--- config.mk ---
export PLATFORM = sky130hd
export DESIGN_NAME = prio_stream_arbiter
export DESIGN_NICKNAME = d
export VERILOG_FILES = /design/src/rtl/prio_stream_arbiter.sv
export SDC_FILE = /design/constraint.sdc
export NUM_CORES = 1
export LEC_CHECK = 0
export CORE_AREA = 8 8 70 72
export CTS_CLUSTER_DIAMETER = 200
export DETAILED_ROUTE_END_ITERATION = 6
export DIE_AREA = 0 0 78 80
export GPL_ROUTABILITY_DRIVEN = 0
export GPL_TIMING_DRIVEN = 0
export PLACE_DENSITY_LB_ADDON = 0.1
export SYNTH_ARGS = -nofsm -noshare
export SYNTH_HDL_FRONTEND = slang
export SYNTH_SLANG_ARGS = --single-unit
export TNS_END_PERCENT = 1
--- constraint.sdc ---
create_clock -name clk -period 4.25 [get_ports clk]
set_input_delay 0.85 -clock clk [delete_from_list [all_inputs] [get_ports clk]]
set_output_delay 0.85 -clock clk [all_outputs]
set_load 0.1 [all_outputs]
--- src/rtl/prio_stream_arbiter.sv ---
// Event-based stream arbiter that picks which memory block streams next into the output mux.
// Each block is granted at most once per event. Fixed priority or round-robin order; empty blocks are skipped.
module prio_stream_arbiter #(
    parameter int NCH  = 12,
    parameter int SELW = 4,
    parameter int RR   = 0
) (
    input  logic            clk,
    input  logic            rst_n,
    input  logic            start,
    input  logic [NCH-1:0]  has_dat,
    input  logic            done,
    output logic [NCH-1:0]  sel_onehot,
    output logic [SELW-1:0] sel,
    output logic            valid,
    output logic            none,
    output logic            busy,
    output logic [1:0]      dbg_state
);
    localparam int IW = (NCH > 1) ? $clog2(NCH) : 1;

    typedef enum logic [1:0] {
        S_IDLE = 2'd0,
        S_MARK = 2'd1,
        S_ARB  = 2'd2,
        S_HOLD = 2'd3
    } state_t;

    state_t          r_state;
    state_t          w_next_state;
    logic [NCH-1:0]  r_served;
    logic [NCH-1:0]  r_onehot;
    logic [NCH-1:0]  w_onehot_n;
    logic [NCH-1:0]  w_elig;
    logic [SELW-1:0] r_sel;
    logic [SELW-1:0] w_sel_n;
    logic            r_valid;
    logic            r_none;
    logic            r_busy;
    logic            w_valid_n;
    logic            w_none_n;
    logic            w_busy_n;
    logic [IW-1:0]   r_ptr;
    logic [IW-1:0]   w_win;
    logic [IW-1:0]   w_ptr_n;
    logic [IW:0]     w_idx;
    logic            w_found;
    logic            w_grant;

    assign w_elig = has_dat & ~r_served;

    // Scan candidates in priority order; in round-robin the scan starts at the pointer and wraps.
    always_comb begin
        w_found = 1'b0;
        w_win   = '0;
        w_idx   = '0;
        for (int k = 0; k < NCH; k++) begin
            w_idx = (RR != 0) ? ({1'b0, r_ptr} + (IW+1)'(k)) : (IW+1)'(k);
            if (w_idx >= (IW+1)'(NCH)) begin
                w_idx = w_idx - (IW+1)'(NCH);
            end
            if (!w_found && w_elig[w_idx[IW-1:0]]) begin
                w_found = 1'b1;
                w_win   = w_idx[IW-1:0];
            end
        end
    end

    assign w_ptr_n = (w_win == IW'(NCH-1)) ? '0 : (w_win + IW'(1));
    assign w_grant = (r_state == S_ARB) && !start && w_found;

    always_ff @(posedge clk or negedge rst_n) begin
        if (!rst_n) begin
            r_state <= S_IDLE;
        end else begin
            r_state <= w_next_state;
        end
    end

    // start takes precedence over done in every state.
    always_comb begin
        w_next_state = r_state;
        case (r_state)
            S_IDLE:  if (start) w_next_state = S_MARK;
            S_MARK:  w_next_state = start ? S_MARK : S_ARB;
            S_ARB:   w_next_state = start ? S_MARK : (w_found ? S_HOLD : S_IDLE);
            S_HOLD:  w_next_state = start ? S_MARK : (done ? S_ARB : S_HOLD);
            default: w_next_state = S_IDLE;
        endcase
    end

    always_comb begin
        w_sel_n    = '0;
        w_onehot_n = '0;
        w_valid_n  = 1'b0;
        w_none_n   = 1'b0;
        w_busy_n   = (w_next_state != S_IDLE);
        case (w_next_state)
            S_MARK: w_sel_n = '1;
            S_HOLD: begin
                if (w_grant) begin
                    w_onehot_n = NCH'(1) << w_win;
                    w_sel_n    = SELW'(w_win) + SELW'(1);
                    w_valid_n  = 1'b1;
                end else begin
                    w_onehot_n = r_onehot;
                    w_sel_n    = r_sel;
                    w_valid_n  = r_valid;
                end
            end
            S_IDLE: w_none_n = (r_state == S_ARB);
            default: ;
        endcase
    end

    always_ff @(posedge clk or negedge rst_n) begin
        if (!rst_n) begin
            r_sel    <= '0;
            r_onehot <= '0;
            r_valid  <= 1'b0;
            r_none   <= 1'b0;
            r_busy   <= 1'b0;
            r_served <= '0;
            r_ptr    <= '0;
        end else begin
            r_sel    <= w_sel_n;
            r_onehot <= w_onehot_n;
            r_valid  <= w_valid_n;
            r_none   <= w_none_n;
            r_busy   <= w_busy_n;
            if (w_next_state == S_MARK) begin
                r_served <= '0;
            end else if (w_grant) begin
                r_served[w_win] <= 1'b1;
                r_ptr           <= w_ptr_n;
            end
        end
    end

    assign sel        = r_sel;
    assign sel_onehot = r_onehot;
    assign valid      = r_valid;
    assign none       = r_none;
    assign busy       = r_busy;
    assign dbg_state  = r_state;
endmodule

==> qor.yml <==
finish:
  fin_nets: 212
  antenna_cells: 0
  multi_input_area_sq_um: 784.5
  drive_above_1_share_pct: 13.16
  utilization_pct: 55.42
  final-seq-area_sq_um: 825.8
  fill_cells: 371
  area_growth_pct: 30.88
clock_tree:
  cts_tree: "built"
  clk_latency_ns: 0.28
  clock_sinks: 33
  cts-root-buf: "clkbuf_8"
  ctsHoldBuffers: 0
  cts_setup_buffers: 0
  cts_buffers: 5
  htreeDepth: 2
  cts_buffer_depth: 2
  ctsResizeCount: 0
  clkTransAtPathRegs_ns: 0.06
yosys:
  yosysWarnings: 0
  synth_edf_count: 0
  netlist_area_sq_mm: 0.001633
  ys_ff_latch: 33
  synth_cells: 147
  ys_seq_area_share_pct: 50.57
  synthArstFlopShare_pct: 100.0
  ys.flop_type: "dfrtp_1"
  ys_types: 36
  synth_fp_nets: 169
  avgSynthCellArea_sq_um: 11.11
grt:
  grt_pass1_vias: 1400
  grt_pass1_wl_microns: 6568
  antenna_found_initial: 0
  gr-usage-all-layers_pct: 13.46
  grt_max_degree: 34
  overflow: 0
sta:
  final.setup.worst_slack_ns: 1.325
  setup_tns_ns: 0
  hold_viol_final: 0
  fin_skew_ns: 0.003640
  rsz0062_at_grt: "no"
  finalCritPeriodShare_pct: 68.82
  setup_viol: 0
  min_period_ns: 2.925
  max_slew_margin_pct: 33.83
  drv_slew: 0
  worst_pin_slew_ns: 0.9895
  fmax_ghz: 0.3419
power_and_ir_drop:
  powerDensity_mw_per_mm2: 323.5
  pwr-share-clk_pct: 33.6
  p_leak_nw: 0.9194
  peakVddDrop_mv: 0.1849
  p_sw_share_pct: 29.21
  power.share.combinational_pct: 19.2
  seq_power_share_pct: 47.2
  p_sw_w: 0.0002019
  p_int_w: 0.0004895
  p_total_w: 0.0006914
routing:
  wl_per_cell_microns: 16.97
  drt-initial-drc-count: 50
  ant_nets: 0
  drt_pass1_iterations: 4
  drc: 0
  via_per_inst: 5.321
  vias: 1277
  drt-total-wl_microns: 4073
placement:
  pre_cts_slack_ns: 1.040
  port_buffers: 36
  dpl.hpwl_microns: 3055
critical_path:
  crit_path_start_kind: "primary input"
  cp-end-kind: "flop"
  crit_fanout: 5
  cp.arrival_ns: 3.12
  crit_type: "primary input to flop"
  cp.required_ns: 4.45
floorplanning:
  dieArea_sq_mm: 0.006240
  rows: 23
  initial_core_util_pct: 42.34
  boundaryPins: 37
  core_area_sq_mm: 0.003856
  die_x_microns: 78
  die_h_microns: 80
hold_path:
  hp-class: "flop to flop"
outcome:
  status: "complete, no violations"
run:
  drv_cap: 0
[layout by cell type, fill, tap and decap left out, types with 2 or more instances in the layout]
cell             Yosys  routed
nand2b_1             6       6
nor2_1              18      18
a22o_1               9       9
ha_1                 6       6
nor4_4               2       2
inv_1                3       3
o211ai_1             2       2
a21oi_1             17      17
clkdlybuf4s50_1      0      35
a32o_1               3       3
a31oi_1              2       2
nand2_1             12      12
nor2b_1              4       4
dfrtp_1             33      33
a221o_1              2       2
and2_1               2       2
nor3_1               2       2
clkbuf_1             3       4
or2b_2               3       3
clkbuf_8             0       6
[synthesized netlist by cell type, types with 2 or more instances]
cell type  instances  area [sq um]
nand2b_1           6         37.54
a31oi_1            2         12.51
nor3_1             2         10.01
or2b_2             3         26.28
nor4_4             2         42.54
dfrtp_1           33         825.8
nand2_1           12         45.04
a221o_1            2         20.02
o211ai_1           2         15.01
inv_1              3         11.26
a32o_1             3         30.03
a22o_1             9         78.83
nor2b_1            4         25.02
ha_1               6         75.07
and2_1             2         12.51
nor2_1            18         67.56
clkbuf_1           3         11.26
a21oi_1           17         85.08
[power by group through the flow]
| stage | registers [W] | clock network (W) | logic (W) |
|---|---|---|---|
| 2_1_floorplan | 0.000375 | 0 | 0.0000427 |
| 3_3_place_gp | 0.000332 | 0 | 0.000132 |
| 3_5_place_dp | 0.000332 | 0 | 0.000133 |
| 4_1_cts | 0.000326 | 0.000240 | 0.000134 |
| 5_1_grt | 0.000327 | 0.000253 | 0.000141 |
| 6_report | 0.000326 | 0.000233 | 0.000132 |
[per-stage QoR]
step / std cells / area (sq um) / hold slack [ns]
floorplan: 147 / 1633 / 0.4540
global placement: 233 / 2056 / 0.4647
detailed placement: 233 / 2051 / 0.4670
CTS: 240 / 2137 / 0.4829
global route: 240 / 2137 / 0.5131
finish: 240 / 2137 / 0.4775
[critical path: stages]
cell	delay, ns
clkdlybuf4s50_1	0.46
nor2b_1	0.29
nor2_1	0.08
o311a_1	0.31
o211ai_1	0.19
and2_1	0.19
ha_1	0.29
ha_1	0.28
o21ai_0	0.17
[cells by family (layout without fill, tap and decap cells)]
logic type	Yosys count	count (layout)	synth area share, %
flops	33	33	50.57
buf+inv	6	49	1.379
fa+ha+maj	6	6	4.598
simple gates	63	63	26.90
compound gates	39	39	16.55
[routing by layer]
layer,share of wire [%],GRT usage (%),vias to the layer above
li1,-,-,617
met1,45,15.18,630
met2,49,22.89,28
met3,5.6,5.068,2
met4,0.56,4.630,0
met5,0,0,-
[sequential cells by signal, indices dropped and copies added, names as in the netlist]
register	count
valid	1
r_served	12
dbg_state	2
busy	1
sel_onehot	12
none	1
sel	4
[area by class of cell]
type / instances / share of cell area [%]
clock buffers: 7 / 4.040
multi-input cells: 108 / 36.71
inverters: 3 / 0.5269
flip-flops and latches: 33 / 38.64
well taps: 50 / 2.927
plain buffers: 3 / 0.5269
repair buffers: 36 / 16.63
[final timing paths]
kind	start	end	slack (ns)	depth (start not counted)
max	has_dat[11]	sel[2]$_DFFE_PN0P_	1.33	9
min	valid$_DFFE_PN0P_	valid$_DFFE_PN0P_	0.48	2
min in group asynchronous	rst_n	r_served[0]$_DFFE_PN0P_	0.63	1
max reg2reg	r_served[11]$_DFFE_PN0P_	sel[2]$_DFFE_PN0P_	1.97	8
min reg2reg	valid$_DFFE_PN0P_	valid$_DFFE_PN0P_	0.48	2
max in group asynchronous	rst_n	valid$_DFFE_PN0P_	3.15	1
Note: power is estimated with default switching activity, not from simulation.
